==> config.mk <==
export PLATFORM = sky130hd
export DESIGN_NAME = bilinear_fetch2x2
export DESIGN_NICKNAME = d
export VERILOG_FILES = /design/src/rtl/bilinear_pkg.sv /design/src/rtl/bfetch_addr_gen.sv /design/src/rtl/bilinear_fetch2x2.sv
export SDC_FILE = /design/constraint.sdc
export NUM_CORES = 1
export LEC_CHECK = 0
export BUFFER_PORTS_ARGS = -buffer_cell sky130_fd_sc_hd__buf_2
export CORE_MARGIN = 3
export CORE_UTILIZATION = 35
export CTS_BUF_LIST = sky130_fd_sc_hd__clkbuf_4 sky130_fd_sc_hd__clkbuf_8 sky130_fd_sc_hd__clkbuf_16
export DETAILED_ROUTE_END_ITERATION = 6
export SYNTH_ARGS = -nofsm -noshare
export SYNTH_HDL_FRONTEND = slang
export SYNTH_HIERARCHICAL = 1
export SYNTH_SLANG_ARGS = --single-unit
export TNS_END_PERCENT = 20
==> constraint.sdc <==
create_clock -name clk -period 5.25 [get_ports clk]
set_clock_uncertainty 0.15 [all_clocks]
set_input_delay 1.05 -clock clk [delete_from_list [all_inputs] [get_ports clk]]
set_output_delay 1.05 -clock clk [all_outputs]
set_load 0.05 [all_outputs]
==> src/rtl/bilinear_pkg.sv <==
// bilinear_pkg: shared types and default widths for the bilinear 2x2 fetch path.
package bilinear_pkg;

    localparam int ADDR_W_DEF  = 12;
    localparam int COORD_W_DEF = 8;
    localparam int FRAC_W_DEF  = 8;

    typedef logic [7:0] pixel_t;

    typedef enum logic [2:0] {
        IDLE  = 3'd0,
        A0    = 3'd1,
        A1    = 3'd2,
        A2    = 3'd3,
        A3    = 3'd4,
        DRAIN = 3'd5,
        OUT   = 3'd6
    } fetch_state_t;

    typedef struct packed {
        pixel_t p00;
        pixel_t p01;
        pixel_t p10;
        pixel_t p11;
    } quad_t;

endpackage

==> src/rtl/bfetch_addr_gen.sv <==
// bfetch_addr_gen: combinational neighbour-coordinate generation and the four
// 2x2 read addresses. Edge clamping is compiled in with BFETCH_EDGE_CLAMP_EN;
// without it x+1 / y+1 are used unconditionally and img_h_i is ignored.
// All address arithmetic wraps modulo 2^ADDR_W.
module bfetch_addr_gen
    import bilinear_pkg::*;
#(
    parameter int ADDR_W  = ADDR_W_DEF,
    parameter int COORD_W = COORD_W_DEF
) (
    input  logic [COORD_W-1:0] x_i,
    input  logic [COORD_W-1:0] y_i,
    input  logic [COORD_W-1:0] img_w_i,
    input  logic [COORD_W-1:0] img_h_i,
    input  logic [ADDR_W-1:0]  base_i,
    output logic [ADDR_W-1:0]  a00_o,
    output logic [ADDR_W-1:0]  a01_o,
    output logic [ADDR_W-1:0]  a10_o,
    output logic [ADDR_W-1:0]  a11_o
);

    logic [ADDR_W-1:0] x0;
    logic [ADDR_W-1:0] y0;
    logic [ADDR_W-1:0] x1;
    logic [ADDR_W-1:0] y1;
    logic [ADDR_W-1:0] r0;
    logic [ADDR_W-1:0] r1;

    assign x0 = ADDR_W'(x_i);
    assign y0 = ADDR_W'(y_i);

`ifdef BFETCH_EDGE_CLAMP_EN
    // One extra bit so x+1 never overflows before the comparison.
    logic [COORD_W:0] xp1;
    logic [COORD_W:0] yp1;

    assign xp1 = {1'b0, x_i} + (COORD_W+1)'(1);
    assign yp1 = {1'b0, y_i} + (COORD_W+1)'(1);
    // Border pixels replicate: a neighbour past the edge falls back to x / y.
    assign x1  = (xp1 >= {1'b0, img_w_i}) ? x0 : ADDR_W'(xp1);
    assign y1  = (yp1 >= {1'b0, img_h_i}) ? y0 : ADDR_W'(yp1);
`else
    // Caller guarantees in-range coordinates; image height plays no part.
    logic unused_img_h;
    assign unused_img_h = ^img_h_i;
    assign x1 = x0 + ADDR_W'(1);
    assign y1 = y0 + ADDR_W'(1);
`endif

    assign r0 = base_i + y0 * ADDR_W'(img_w_i);
    assign r1 = base_i + y1 * ADDR_W'(img_w_i);

    assign a00_o = r0 + x0;
    assign a01_o = r0 + x1;
    assign a10_o = r1 + x0;
    assign a11_o = r1 + x1;

endmodule

==> src/rtl/bilinear_fetch2x2.sv <==
// bilinear_fetch2x2: read-side client of the 1R/1W pixel RAM. Accepts one
// coordinate per request, issues four sequential reads (p00, p01, p10, p11),
// absorbs the 1-cycle registered read latency and presents the quad plus the
// fractional weights on a valid/ready output.
// Optional feature macro: BFETCH_EDGE_CLAMP_EN (right/bottom edge clamping).
//
// Handshakes: a transfer happens on a rising clk edge where valid && ready.
// req_ready is high only in IDLE; out_valid is high only in OUT, and every
// out_* signal is held stable from out_valid rising until the transfer.
module bilinear_fetch2x2
    import bilinear_pkg::*;
#(
    parameter int ADDR_W  = ADDR_W_DEF,
    parameter int COORD_W = COORD_W_DEF,
    parameter int FRAC_W  = FRAC_W_DEF
) (
    input  logic               clk,
    input  logic               rst,
    input  logic               req_valid,
    output logic               req_ready,
    input  logic [COORD_W-1:0] req_x,
    input  logic [COORD_W-1:0] req_y,
    input  logic [FRAC_W-1:0]  req_fx,
    input  logic [FRAC_W-1:0]  req_fy,
    input  logic [COORD_W-1:0] img_w,
    input  logic [COORD_W-1:0] img_h,
    input  logic [ADDR_W-1:0]  base_addr,
    output logic [ADDR_W-1:0]  mem_raddr,
    input  logic [7:0]         mem_rdata,
    output logic               out_valid,
    input  logic               out_ready,
    output logic [7:0]         out_p00,
    output logic [7:0]         out_p01,
    output logic [7:0]         out_p10,
    output logic [7:0]         out_p11,
    output logic [FRAC_W-1:0]  out_fx,
    output logic [FRAC_W-1:0]  out_fy,
    output logic               busy,
    output fetch_state_t       dbg_state
);

    fetch_state_t      state_q, state_d;

    logic [ADDR_W-1:0] a00_d, a01_d, a10_d, a11_d;
    logic [ADDR_W-1:0] a00_q, a01_q, a10_q, a11_q;
    logic [FRAC_W-1:0] fx_q, fy_q;
    pixel_t            p00_q, p01_q, p10_q;
    quad_t             quad_q;
    logic [FRAC_W-1:0] out_fx_q, out_fy_q;
    logic              accept;

    assign accept = (state_q == IDLE) && req_valid;

    bfetch_addr_gen #(
        .ADDR_W  (ADDR_W),
        .COORD_W (COORD_W)
    ) u_addr_gen (
        .x_i     (req_x),
        .y_i     (req_y),
        .img_w_i (img_w),
        .img_h_i (img_h),
        .base_i  (base_addr),
        .a00_o   (a00_d),
        .a01_o   (a01_d),
        .a10_o   (a10_d),
        .a11_o   (a11_d)
    );

    // State register.
    always_ff @(posedge clk or posedge rst) begin
        if (rst) state_q <= IDLE;
        else     state_q <= state_d;
    end

    // Next-state: fixed four-read walk, one drain cycle, then hold in OUT.
    always_comb begin
        state_d = state_q;
        case (state_q)
            IDLE:    if (req_valid) state_d = A0;
            A0:      state_d = A1;
            A1:      state_d = A2;
            A2:      state_d = A3;
            A3:      state_d = DRAIN;
            DRAIN:   state_d = OUT;
            OUT:     if (out_ready) state_d = IDLE;
            default: state_d = IDLE;
        endcase
    end

    // Addresses and weights are frozen at acceptance so later input changes are ignored.
    always_ff @(posedge clk or posedge rst) begin
        if (rst) begin
            a00_q <= '0;
            a01_q <= '0;
            a10_q <= '0;
            a11_q <= '0;
            fx_q  <= '0;
            fy_q  <= '0;
        end else if (accept) begin
            a00_q <= a00_d;
            a01_q <= a01_d;
            a10_q <= a10_d;
            a11_q <= a11_d;
            fx_q  <= req_fx;
            fy_q  <= req_fy;
        end
    end

    // Read address is a pure function of state and registered addresses.
    always_comb begin
        mem_raddr = a11_q;
        case (state_q)
            A0:      mem_raddr = a00_q;
            A1:      mem_raddr = a01_q;
            A2:      mem_raddr = a10_q;
            default: mem_raddr = a11_q;
        endcase
    end

    // Stage returning pixels; the visible quad updates in one step at the end of DRAIN.
    always_ff @(posedge clk or posedge rst) begin
        if (rst) begin
            p00_q    <= '0;
            p01_q    <= '0;
            p10_q    <= '0;
            quad_q   <= '0;
            out_fx_q <= '0;
            out_fy_q <= '0;
        end else begin
            case (state_q)
                A1:    p00_q <= mem_rdata;
                A2:    p01_q <= mem_rdata;
                A3:    p10_q <= mem_rdata;
                DRAIN: begin
                    quad_q.p00 <= p00_q;
                    quad_q.p01 <= p01_q;
                    quad_q.p10 <= p10_q;
                    quad_q.p11 <= mem_rdata;
                    out_fx_q   <= fx_q;
                    out_fy_q   <= fy_q;
                end
                default: ;
            endcase
        end
    end

    assign req_ready = (state_q == IDLE);
    assign busy      = (state_q != IDLE);
    assign out_valid = (state_q == OUT);
    assign out_p00   = quad_q.p00;
    assign out_p01   = quad_q.p01;
    assign out_p10   = quad_q.p10;
    assign out_p11   = quad_q.p11;
    assign out_fx    = out_fx_q;
    assign out_fy    = out_fy_q;
    assign dbg_state = state_q;

endmodule
# --- Yosys cells after proc, flatten, opt, wreduce, memory -nomap -nowiden ---
# Cells that the tools add are included.
classes:
  add_sub_neg: 8
  multipliers: 2
  eq_ne: 8
  n_mux: 4
  n_reduce_logical: 4
op_table:
  columns: ["operator", "count"]
  rows:
  - ["12-bit adder", 4]
  - ["12-bit case mux with 3 select lines", 1]
  - ["12-bit by 8-bit adder with 12-bit output", 2]
  - ["3-bit case mux with 7 select lines", 1]
  - ["8-bit by 1-bit adder with 9-bit output (second input constant)", 2]
  - ["12-bit by 8-bit multiplier with 12-bit output", 1]
  - ["8-bit by 8-bit multiplier with 12-bit output", 1]
  - ["3-bit == test (second input constant)", 3]
  - ["3-bit by 2-bit == test with 1-bit output (second input constant)", 2]
  - ["3-bit 2-to-1 mux", 2]
  - ["3-bit by 1-bit == test with 1-bit output (second input constant)", 1]
  - ["3-bit logical NOT", 1]
  - ["3-bit nonzero test", 1]
  - ["2-bit by 1-bit inequality test with 1-bit output (second input constant)", 1]
  - ["2-bit inequality test (second input constant)", 1]
  - ["2-bit AND reduction", 1]
  - ["1-bit logical AND", 1]
totals:
  regBits: 139
  inputBits: 72
  out_inout_bits: 66
  elab_cells: 42

# --- Longest topological paths before layout ---
logic_depth:
  depth_word: 4
  mapped_depth: 24
  depth_no_buf: 23

# --- Cells and area by module ---
# The synthesis kept the hierarchy.
modules_own_cells:
  columns: ["module", "n_inst", "cells_per_inst", "area_each_um2"]
  rows:
  - ["bilinear_fetch2x2", 1, 365, 5910.7]
  - ["bfetch_addr_gen", 1, 727, 5836.8]

# --- Least setup slack after synthesis ---
# OpenSTA, ideal clock, no wires.
synth_timing:
  kind: "in2reg"
  startpoint: "input req_y[1]"
  endpoint: "register a11_q[11]"
  setup_time_ns: 0.125
  arrival_ns: 5.869
  t_required_ns: 4.975
  path_slack_ns: -0.894
  cell_stages: 22
  n_path_buf: 1
  cell_sequence: "buf_2 nand3_2 nor2_4 xor2_4 nand2_1 fa_1 inv_1 fa_1 inv_1 fa_1 fa_1 inv_1 ha_1 o21ai_1 o21bai_1 a21oi_1 xnor2_1 ha_1 a21o_1 o21ai_0 xor2_1 mux2_2"
synth_via:
  elab_chain_len: 4
synth_rtl:
  columns: ["element", "line", "source"]
  rows:
  - ["from (decl)", "bilinear_fetch2x2.sv:22", "input logic [COORD_W-1:0] req_y,"]
  - ["8-bit by 1-bit adder with 9-bit output", "bfetch_addr_gen.sv:47", "assign y1 = y0 + ADDR_W'(1);"]
  - ["12-bit by 8-bit multiplier with 12-bit output", "bfetch_addr_gen.sv:51", "assign r1 = base_i + y1 * ADDR_W'(img_w_i);"]
  - ["12-bit adder", "bfetch_addr_gen.sv:51", null]
  - ["12-bit adder", "bfetch_addr_gen.sv:56", "assign a11_o = r1 + x1;"]
  - ["net a11_d[11]", "bilinear_fetch2x2.sv:44", "logic [ADDR_W-1:0] a00_d, a01_d, a10_d, a11_d;"]
  - ["to (signal assigned)", "bilinear_fetch2x2.sv:96", "a11_q <= '0;"]
  - ["to (signal assigned)", "bilinear_fetch2x2.sv:103", "a11_q <= a11_d;"]
  - ["to (decl)", "bilinear_fetch2x2.sv:45", "logic [ADDR_W-1:0] a00_q, a01_q, a10_q, a11_q;"]
# The timed path passes the listed nets, and every way through them passes these cells.
# A chain may end at the register's enable or synchronous reset.

# --- Worst setup path in the final report ---
layout_timing:
  startpoint: "input req_y[0]"
  endpoint: "register a11_q[10]"
# Same word-level chain as after synthesis.

==> metrics.csv <==
stage,metric,value,unit
floorplanning,Top Ports,138,
logic_synthesis,Synth Instances,1092,
placed_design,gpl congestion,0.814,
critical_path,WS Path Type,in2reg,
sta,Worst Max-Slew Pin Slew,1.01,ns
critical_path,FF-to-FF setup slack,2.42,ns
grt,first-pass GRT wire length,45800,microns
logic_synthesis,Synth Area in XOR/XNOR,6.36,%
placed_design,placed wire-length estimate,22000,microns
cells_and_area,area grow syn2layout,31.1,%
logic_synthesis,Adder-Cell Fraction of Synth Area,24.1,%
hold_path,Hold Path Stages,1,
floorplanning,row count,66,
hold_path,HP Class,reg2reg,
sta,RSZ-0062 raised after global routing,yes,
logic_synthesis,cell taking the most area after synthesis,dfrtp_1,
sta,"Hold Vio Cnt, Final",0,
logic_synthesis,Compound-Gate Fraction of Synth Area,6.34,%
logic_synthesis,largest family of logic cells by synthesized area,adder cells,
grt,initial antenna violation count,1,
critical_path,crit path from,req_y[0],
route,met1 WL,12900,microns
clocking,CTS sink count,139,
logic_synthesis,most frequent cells after synthesis,"inv_1 (162), dfrtp_1 (139), fa_1 (89), nand2_1 (85), ha_1 (84)",
clocking,CTS tree,done,
route,highest metal used,met5,
logic_synthesis,mux cell area share after synthesis,16.2,%
grt,largest net degree at the start of global routing,113,
grt,grt total ovfl,0,
floorplanning,Core Region,0.0328,sq mm
sta,worst setup margin,-0.297,ns
cells_and_area,area of the multi-input gates,0.00807,sq mm
route,overall routed net length,27400,microns
critical_path,Worst Path Max Fanout,4,
critical_path,stages on the worst setup path,22,
flow_run,max-capacitance violation count,0,
floorplanning,Die H,189,microns
floorplanning,die area,0.0358,sq mm
critical_path,"Slowest-stage cell, CP",fa_1,
critical_path,WP buf/inv,5,
status,violated checks,setup timing,
logic_synthesis,most common cell in the netlist,inv_1,
status,outcome,"complete, but fails checks",
logic_synthesis,ys flop type,dfrtp_1,
clocking,TritonCTS buffer count,17,
grt,Tot GR Track Use,15.7,%
critical_path,worst r2r dst,a01_q[3],
route,routed length on met3,854,microns
route,1st-pass router iterations,5,
logic_synthesis,syn_area_per_cell,10.8,sq um
cells_and_area,share of post-route cells with drive strength above 1,43.0,%
route,vias post-DR,8447,
sta,Tmin final,5.55,ns
logic_synthesis,post-synthesis simple-gate area fraction,9.65,%
route,Detail Route met2 WL,13200,microns
critical_path,CP Cell Sequence,buf_8 -> nand3_4 -> nor2_4 -> xor2_4 -> nand2_1 -> fa_1 -> inv_1 -> fa_1 -> ha_1 -> inv_1 -> fa_1 -> inv_1 -> ha_4 -> xor2_2 -> ha_1 -> buf_4 -> o21a_1 -> o21ai_1 -> nand2_1 -> o311a_1 -> xor2_1 -> mux2_4,
sta,period utilisation layout,106,%
sta,Slew Limit Headroom,32.8,%
critical_path,WP data required,5.41,ns
clocking,Clock H-tree levels,4,
logic_synthesis,"Seq/Total Area, Yosys",29.6,%
critical_path,Worst Path Arrival,5.70,ns
logic_synthesis,synth unique cells,59,
route,antenna-violating nets left,0,
sta,count of final setup violators,15,
logic_synthesis,Synth top area share,29.6,%
placed_design,I/O Buffers,129,
route,per-cell routed wire length,15.0,microns
critical_path,CP max stage delay,0.52,ns
clocking,CTS Buffer Depth,2,
grt,vias in the first global route,9021,
route,Via density,4.62,
sta,Peak Freq,180,MHz
clocking,Clock transition at path regs,0.06,ns
logic_synthesis,top post-synthesis cells by area,"dfrtp_1 (30%), fa_1 (15%), ha_1 (8.9%), mux2_2 (7.8%), mux2_4 (7.7%)",
critical_path,reg2reg path depth,6,
floorplanning,Die W,189,microns
logic_synthesis,Syn Nets,1337,
cells_and_area,Register Area,0.00348,sq mm
clocking,hold_buf cts,0,
route,DRT iter0 DRCs,199,
sta,Max Slew Vio Count,0,
logic_synthesis,mapped cell area,0.0117,sq mm
placed_design,"worst slack, placed",-0.972,ns
critical_path,crit path to,a11_q[10],
logic_synthesis,asr flop ratio synth,100,%
critical_path,CP top delay family,adder cells,
cells_and_area,fillers,3059,
route,residual DRC count,0,
critical_path,RR Startpoint,dbg_state[1],
clocking,root buf cell,clkbuf_16,
logic_synthesis,number of synthesis warnings,6,
cells_and_area,Final nets,1618,
logic_synthesis,Synth Register Bits,139,
critical_path,CP Launch Type,primary input,
clocking,clk_lat worst skew,0.41,ns
logic_synthesis,"EDFF count, synth",0,
critical_path,Worst setup EP type,flip-flop,
floorplanning,Starting Density,35.8,%
cells_and_area,ant diodes,0,
-- worst reg2reg max path, cell delays in order (launching register included) --
cell	delay, ns
dfrtp_1	0.50
buf_4	0.28
or3_4	0.39
inv_2	0.06
and2_4	0.48
buf_4	0.50
mux2_4	0.35
-- worst min-delay path by stage --
stage	slack (ns)	endpoint	startpoint
global placement	0.31	out_p00[7]	p00_q[7]
finish	0.34	out_p00[7]	p00_q[7]
detailed placement	0.33	out_p00[5]	p00_q[5]
CTS	0.34	out_p00[5]	p00_q[5]
global route	0.36	out_fy[7]	out_fy[7]
floorplan	0.30	out_p00[4]	p00_q[4]
-- layout by cell type (no fill, tap or decap), types with 8 or more instances in the layout --
cell       instances
buf_2            121
ha_4              18
xnor2_1           47
o21ai_1           10
nand2b_1           9
o22ai_1            9
xnor2_2            8
buf_4            164
mux2_2            79
inv_1            152
dfrtp_1          139
ha_1              63
a21oi_1           24
clkbuf_16         17
mux2_4            62
nand2_1           75
xor2_1            16
nand2_2            9
a21o_1             9
and2_1            44
o21ai_2            8
fa_1              85
nor2b_1            9
o21ai_0           13
nor2_1            34
inv_2             10
-- layer usage --
layer | up-vias | GRT usage (%)
met4 | 2 | 3.78
met1 | 4166 | 21.1
li1 | 4089 | -
met5 | - | 0
met2 | 155 | 26.9
met3 | 35 | 2.07
-- area by class of cell --
type / instances / share of cell area (%)
Clock buffer: 18 / 2.85
Clock inverter: 14 / 1.19
Inverter: 163 / 4.00
Multi-Input combinational cell: 751 / 52.4
Sequential cell: 139 / 22.6
Tap cell: 442 / 3.59
Timing Repair Buffer: 301 / 13.4
-- through the flow --
step | std cells | util [%] | setup TNS [ns] | area (sq um) | hold WS, ns
after global placement | 1776 | 42.6 | -19.35 | 14000 | 0.314
after floorplan | 1092 | - | -8.93 | 11900 | 0.304
final | 1828 | 47.0 | -2.68 | 15400 | 0.338
after detailed placement | 1776 | 42.6 | -20.51 | 14000 | 0.329
after CTS | 1827 | 46.6 | -2.44 | 15300 | 0.342
after global routing | 1828 | 47.0 | -6.15 | 15400 | 0.361
-- cell families after synthesis --
| family | Yosys count |
|---|---|
| simple gates | 229 |
| compound gates | 121 |
| xor+xnor | 79 |
| fa+ha+maj | 173 |
| buf+inv | 202 |
| mux | 149 |
| flops | 139 |
-- registers in the layout (all words and copies together) (netlist names) --
signal	count
a00_q	12
a01_q	12
a10_q	12
a11_q	12
fx_q	8
fy_q	8
out_fx	8
out_fy	8
out_p00	8
out_p01	8
out_p10	8
out_p11	8
p00_q	8
p01_q	8
p10_q	8
dbg_state	3
-- repair_timing --
action,CTS,global route
endpoints found under the hold margin,0,0
pin swaps,82,12
gates resized for setup,130,21
setup buffers,19,1
setup endpoints to repair,22,24
gates cloned,0,0
Power is left out: the tool's default activity adds up to more than one toggle a clock period on the data nets, which glitch-free logic cannot reach.
